--- src/rtl/priority_arbiter_rr.sv ---
// Registered N-way arbiter: fixed-priority or round-robin winner selection,
// grant held until the winner acknowledges or drops its request.
module priority_arbiter_rr #(
  parameter  int N = 8,
  localparam int W = $clog2(N)
) (
  input  logic         clk,
  input  logic         reset,
  input  logic         enable,
  input  logic         mode,
  input  logic [N-1:0] req,
  input  logic         ack,
  output logic [N-1:0] grant,
  output logic [W-1:0] grant_idx,
  output logic         valid
);

  typedef enum logic {
    IDLE  = 1'b0,
    GRANT = 1'b1
  } state_e;

  localparam logic [N-1:0] ONE  = {{(N-1){1'b0}}, 1'b1};
  localparam logic [W-1:0] LAST = W'(N - 1);

  state_e         state_q, state_d;
  logic [N-1:0]   grant_q, grant_d;
  logic [W-1:0]   idx_q, idx_d;
  logic [W-1:0]   ptr_q, ptr_d;

  logic           win_found;
  logic [W-1:0]   win_idx;
  int             scan_j;
  logic           release_c;

  // Round-robin scan index wraps at N, not at 2**W.
  always_comb begin
    win_found = 1'b0;
    win_idx   = '0;
    scan_j    = 0;
    if (!mode) begin
      for (int i = 0; i < N; i++) begin
        if (req[i]) begin
          win_found = 1'b1;
          win_idx   = W'(i);
        end
      end
    end else begin
      for (int k = 0; k < N; k++) begin
        scan_j = int'(ptr_q) + k;
        if (scan_j >= N) scan_j = scan_j - N;
        if (!win_found && req[scan_j]) begin
          win_found = 1'b1;
          win_idx   = W'(scan_j);
        end
      end
    end
  end

  assign release_c = ack || !req[idx_q];

  always_comb begin
    state_d = state_q;
    grant_d = grant_q;
    idx_d   = idx_q;
    ptr_d   = ptr_q;
    unique case (state_q)
      IDLE: begin
        if (enable && win_found) begin
          state_d = GRANT;
          grant_d = ONE << win_idx;
          idx_d   = win_idx;
        end
      end
      GRANT: begin
        if (release_c) begin
          state_d = IDLE;
          grant_d = '0;
          ptr_d   = (idx_q == LAST) ? '0 : idx_q + 1'b1;
        end
      end
      default: begin
        state_d = IDLE;
        grant_d = '0;
      end
    endcase
  end

  always_ff @(posedge clk) begin
    if (reset) begin
      state_q <= IDLE;
      grant_q <= '0;
      idx_q   <= '0;
      ptr_q   <= '0;
    end else begin
      state_q <= state_d;
      grant_q <= grant_d;
      idx_q   <= idx_d;
      ptr_q   <= ptr_d;
    end
  end

  assign grant     = grant_q;
  assign grant_idx = idx_q;
  assign valid     = (state_q == GRANT);

endmodule

--- config.mk ---
export PLATFORM = sky130hd
export DESIGN_NAME = priority_arbiter_rr
export DESIGN_NICKNAME = d
export VERILOG_FILES = /design/src/rtl/priority_arbiter_rr.sv
export SDC_FILE = /design/constraint.sdc
export NUM_CORES = 1
export LEC_CHECK = 0
export CAP_MARGIN = 20
export CORE_UTILIZATION = 44
export CTS_CLUSTER_SIZE = 8
export DETAILED_ROUTE_END_ITERATION = 12
export GPL_ROUTABILITY_DRIVEN = 0
export PLACE_DENSITY = 0.77
export SLEW_MARGIN = 15
export SYNTH_ARGS = -nofsm -noshare
export SYNTH_HDL_FRONTEND = slang
export SYNTH_SLANG_ARGS = --single-unit
--- constraint.sdc ---
create_clock -name clk -period 3.6 [get_ports clk]
set_input_delay 0.36 -clock clk [delete_from_list [all_inputs] [get_ports clk]]
set_output_delay 0.36 -clock clk [all_outputs]
set_load 0.03 [all_outputs]
Word level (Yosys, flattened, before mapping)
Cells that the tools add are included.
{"block": "op_classes", "n_addsub": 16, "mul": 0, "n_div": 0, "magnitude_cmp": 17, "eq_ne": 3, "n_shift": 1, "n_mux": 89, "n_bitwise": 1, "reduce_logical": 20}
{"operator": "$mux W32", "count": 16}
{"operator": "$lt A32 B5 Y1 const B", "count": 8}
{"operator": "$mux W3", "count": 16}
{"operator": "$mux W1", "count": 44}
{"operator": "$sub A4 B4 Y5 const B", "count": 7}
{"operator": "$ge A4 B4 Y1 const B", "count": 7}
{"operator": "$bmux W1 S3", "count": 9}
{"operator": "$add A3 B3 Y4 const B", "count": 4}
{"operator": "$mux W8", "count": 2}
{"operator": "$pmux W8 S2", "count": 1}
{"operator": "$add A3 B2 Y4 const B", "count": 2}
{"operator": "$logic_and A1 B1 Y1", "count": 8}
{"operator": "$logic_not A1 Y1", "count": 8}
{"operator": "$shl A1 B3 Y8 const A", "count": 1}
{"operator": "$reduce_and A2 Y1", "count": 3}
{"operator": "$sub A3 B4 Y5 const B", "count": 1}
{"operator": "$add A3 B1 Y4 const B", "count": 1}
{"operator": "$ge A3 B4 Y1 const B", "count": 1}
{"operator": "$lt A3 B4 Y1 const B", "count": 1}
{"operator": "$add A3 B1 Y3 const B", "count": 1}
{"operator": "$eq A3 B3 Y1 const B", "count": 1}
{"operator": "$ne A2 B1 Y1 const B", "count": 1}
{"operator": "$ne A2 B2 Y1 const B", "count": 1}
{"operator": "$pmux W1 S2", "count": 1}
{"operator": "other kinds (2)", "count": 2}
{"block": "totals", "register_bits": 15, "latch_bits": 0, "ram_bits": 0, "romBits": 0, "inputBits": 13, "output_inout_bits": 12, "word_cells": 151, "n_memories": 0}

Longest topological paths before layout
{"block": "depth", "ltp_word": 39, "mapped_depth": 13, "mapped_depth_nobuf": 10}

Worst setup path before layout
Ideal clock, no wire load.
{"block": "synth_timing", "path_type": "reg-to-reg", "startpoint": "reg ptr_q[1]", "endpoint": "reg grant_q[2], in the netlist grant[2]", "setup_ns": 0.117, "t_arrival_ns": 3.303, "required_ns": 3.483, "setup_slack_ns": 0.180, "stages_incl_launch_ff": 13, "path_buffers": 3, "period_less_slack_ns": 3.420, "cell_sequence": "dfxtp_1 buf_1 inv_1 ha_1 buf_6 buf_12 mux4_2 nor4_4 nand2_2 a2111o_1 a41oi_2 nor3_2 a32o_1"}
{"block": "synth_via", "elab_chain_cells": 39, "word_cells_on_any_way": 108, "classes_between": "add/sub (15); order compare (8); eq/ne (1); shift (1); mux (67); reduce/logical (16)"}
{"element": "from (decl)", "line_no": "29", "rtl": "logic [W-1:0] ptr_q, ptr_d;"}
{"element": "from (signal assigned)", "line_no": "99", "rtl": "ptr_q <= ptr_d;"}
{"element": "branches (longest 39 deep; another with $sub A4 B4 Y5)"}
{"element": "to (signal assigned)", "line_no": "97", "rtl": "grant_q <= grant_d;"}
{"element": "to (decl)", "line_no": "27", "rtl": "logic [N-1:0] grant_q, grant_d;"}
Several ways; the timed one is not identified. The select of a mux whose other input is x is not followed.
A chain may end at the register's enable or synchronous reset.

Worst setup path after layout
{"block": "layout_timing", "startpoint": "reg ptr_q[1]", "endpoint": "reg grant_q[6], in the netlist grant[6]"}
The elaborated chain is that of the path after synthesis.

==> results.ini <==
[clock_network]
clkTransAtPathRegs_ps = 60
cts.root.buffer_cell = clkbuf_8
clock_latency_ps = 250
postCtsHoldBufs = 0
cts_tree = yes
clock_path_buffers = 2
cts-buffers-inserted = 3
htree_levels = 1
cts_resized = 0
clock-sinks = 15
cts_setup_buffers = 0

[synthesis]
async_reset_ff_frac = 0
synth_commonest_cells = mux2i_1, dfxtp_1, mux4_2, nand2_1, nor2_1
yosysSeqAreaShare = 0.164
netlist_instances = 201
synth_most_common_cell = mux2i_1
synth_seq_cells = 15
synth_top_area_frac = 0.184
synth_edf_count = 0
ys_top_cells_by_area = mux4_2, dfxtp_1, mux2i_1
syn_nets = 218
yosysWarnings = 0
yosys_most_used_dff = dfxtp_1
yosys.area.top_type = mux4_2
netlist_area_um2 = 1830
syn_avg_cell_area_um2 = 9.13
synth.distinct_cells = 55

[sta]
min_period_ps = 3270
period_share = 0.907
setup_viol = 0
max_freq_mhz = 306
rsz0062_at_grt = false
tns_ps = 0
hold_viol = 0
hold_slack_ps = 445
timing.final.ws_setup_ps = 333
worst_pin_slew_ps = 579
slew_violations = 0
timing.slew.headroom = 0.614
skew_ps = 3.40

[worst_setup_path]
rr_endpoint = grant[6]$_SDFFE_PP0P_
cp_slowest_cell = mux4_2
cp-start-kind = flip-flop
crit_path_end_kind = flip-flop
critical_path_class = reg2reg
path_buf_inv = 2
slowest_delay_ps = 550
r2r_start = ptr_q[1]$_SDFFE_PP0P_
path_max_fanout = 12
cp.required_ps = 3740
path_delay_family = compound AO/OA/AOI/OAI gates
reg2regPathDepth = 11
endpoint = grant[6]$_SDFFE_PP0P_
cp.arrival_ps = 3410
r2r_setup_slack_ps = 330
path_cells = inv_1, ha_1, buf_4, mux2i_1, mux4_2, or3_1, a31oi_1, o21ai_0, a41oi_2, nor3_2, a32o_1
worstSetupStartpoint = ptr_q[1]$_SDFFE_PP0P_
cp.depth = 11

[layout]
syn_to_final_growth_pct = 15.8
fin_nets = 234
final_area_um2 = 2120
drive_gt1_frac = 0.194
num_antenna_cells = 0

[power]
powerDensity_nw_per_um2 = 313
combPwrFrac = 0.517
p_leak_nw = 0.733
clockPowerShare = 0.202
power_mw = 0.665
swShare = 0.386
power_switching_mw = 0.257
ir_worst_vdd_mv = 0.265
p_seq_frac = 0.281
internal_power_mw = 0.408

[detailed_routing]
wire_per_inst_um = 16.6
vias = 1658
antenna_left = 0
routed_wl_um = 4410
drt_first_pass_iters = 4
viasPerCell = 6.23
drcViolationCount = 0
drt-initial-drc-count = 84

[global_route]
grt_pass1_vias = 1433
grt_overflow = 0
grt_pass1_wl_um = 7180
track_usage = 0.214
antenna_found_initial = 0
grt_max_degree = 14

[placement]
place_area_um2 = 2080
io_buffers = 24
post-place-ws_ps = 306
post-dp-hpwl_um = 3430

[floorplanning]
boundaryPins = 25
fp.dieW_um = 66.6
start_util = 0.459
rows = 23
die_h_um = 66.6
core-area_um2 = 4000
die_area_um2 = 4430

[outcome]
status = finished clean

[worst_hold_path]
min_path_type = reg2reg

[run]
maxCapViolCount = 0

[routing by layer]
layer | up-vias | GRT usage | share of wire
met2 | 65 | 0.317 | 0.47
met4 | 0 | 0.0239 | 0.0023
met1 | 790 | 0.323 | 0.45
met3 | 2 | 0.0462 | 0.076
li1 | 801 | - | -
met5 | - | 0 | 0
[cells in the final DEF, fill, tap and decap left out, drive strengths merged, types with 3 or more instances in the layout]
cell type	instances
a21oi	8
buf	5
clkbuf	4
clkdlybuf4s50	24
dfxtp	15
ha	4
inv	7
mux2	9
mux2i	18
mux4	15
nand2	16
nand2b	3
nand3	7
nor2	15
nor3	6
o21ai	9
o21bai	3
o31ai	7
or3	3
xnor2	3
[layout make-up]
type                    count  area, µm²
clock buffers               4       45.0
inverters                   7       26.3
well taps                  50       62.6
flip-flops and latches     15        300
repair buffers             29        278
fillers                   360       1880
multi-input cells         161       1410
[cells by family after synthesis]
family,count (synthesis),share of synthesized area
xor+xnor,4,0.0191
fa+ha+maj,4,0.0273
simple gates,58,0.164
mux,42,0.338
buf+inv,25,0.0662
compound gates,53,0.222
flops,15,0.164
[per-stage QoR]
step                instances  utilization
finish                    266        0.531
detailed placement        262        0.520
global route              266        0.531
global placement          262        0.520
floorplan                 201            -
CTS                       266        0.531
[worst register-to-register path, cell delays in order, from the launching register on]
cell and delay, ps:
dfxtp_1 340, inv_1 100, ha_1 460, buf_4 270
mux2i_1 120, mux4_2 550, or3_1 330, a31oi_1 180
o21ai_0 130, a41oi_2 310, nor3_2 110, a32o_1 260
[flip-flops by register name, indices dropped and copies added, names as in the netlist]
name       cells
grant_idx      3
grant          8
ptr_q          3
valid          1
[how the worst min path moves through the flow]
stage	from	end	slack, ps	cells past startpoint
after detailed placement	grant[3]$_SDFFE_PP0P_	grant[3]$_SDFFE_PP0P_	440	2
after global placement	grant[3]$_SDFFE_PP0P_	grant[3]$_SDFFE_PP0P_	440	2
after floorplan	ack	valid$_SDFF_PP0_	540	3
after global routing	grant[3]$_SDFFE_PP0P_	grant[3]$_SDFFE_PP0P_	470	2
after CTS	grant[3]$_SDFFE_PP0P_	grant[3]$_SDFFE_PP0P_	450	2
final	grant[3]$_SDFFE_PP0P_	grant[3]$_SDFFE_PP0P_	440	2
[power by group through the flow]
stage / combinational, mW / clock (mW) / sequential [mW]
floorplan: 0.250 / 0 / 0.205
global placement: 0.337 / 0 / 0.191
detailed placement: 0.339 / 0 / 0.191
CTS: 0.341 / 0.138 / 0.187
global route: 0.372 / 0.145 / 0.189
finish: 0.344 / 0.134 / 0.187
(Power assumes the default switching activity.)
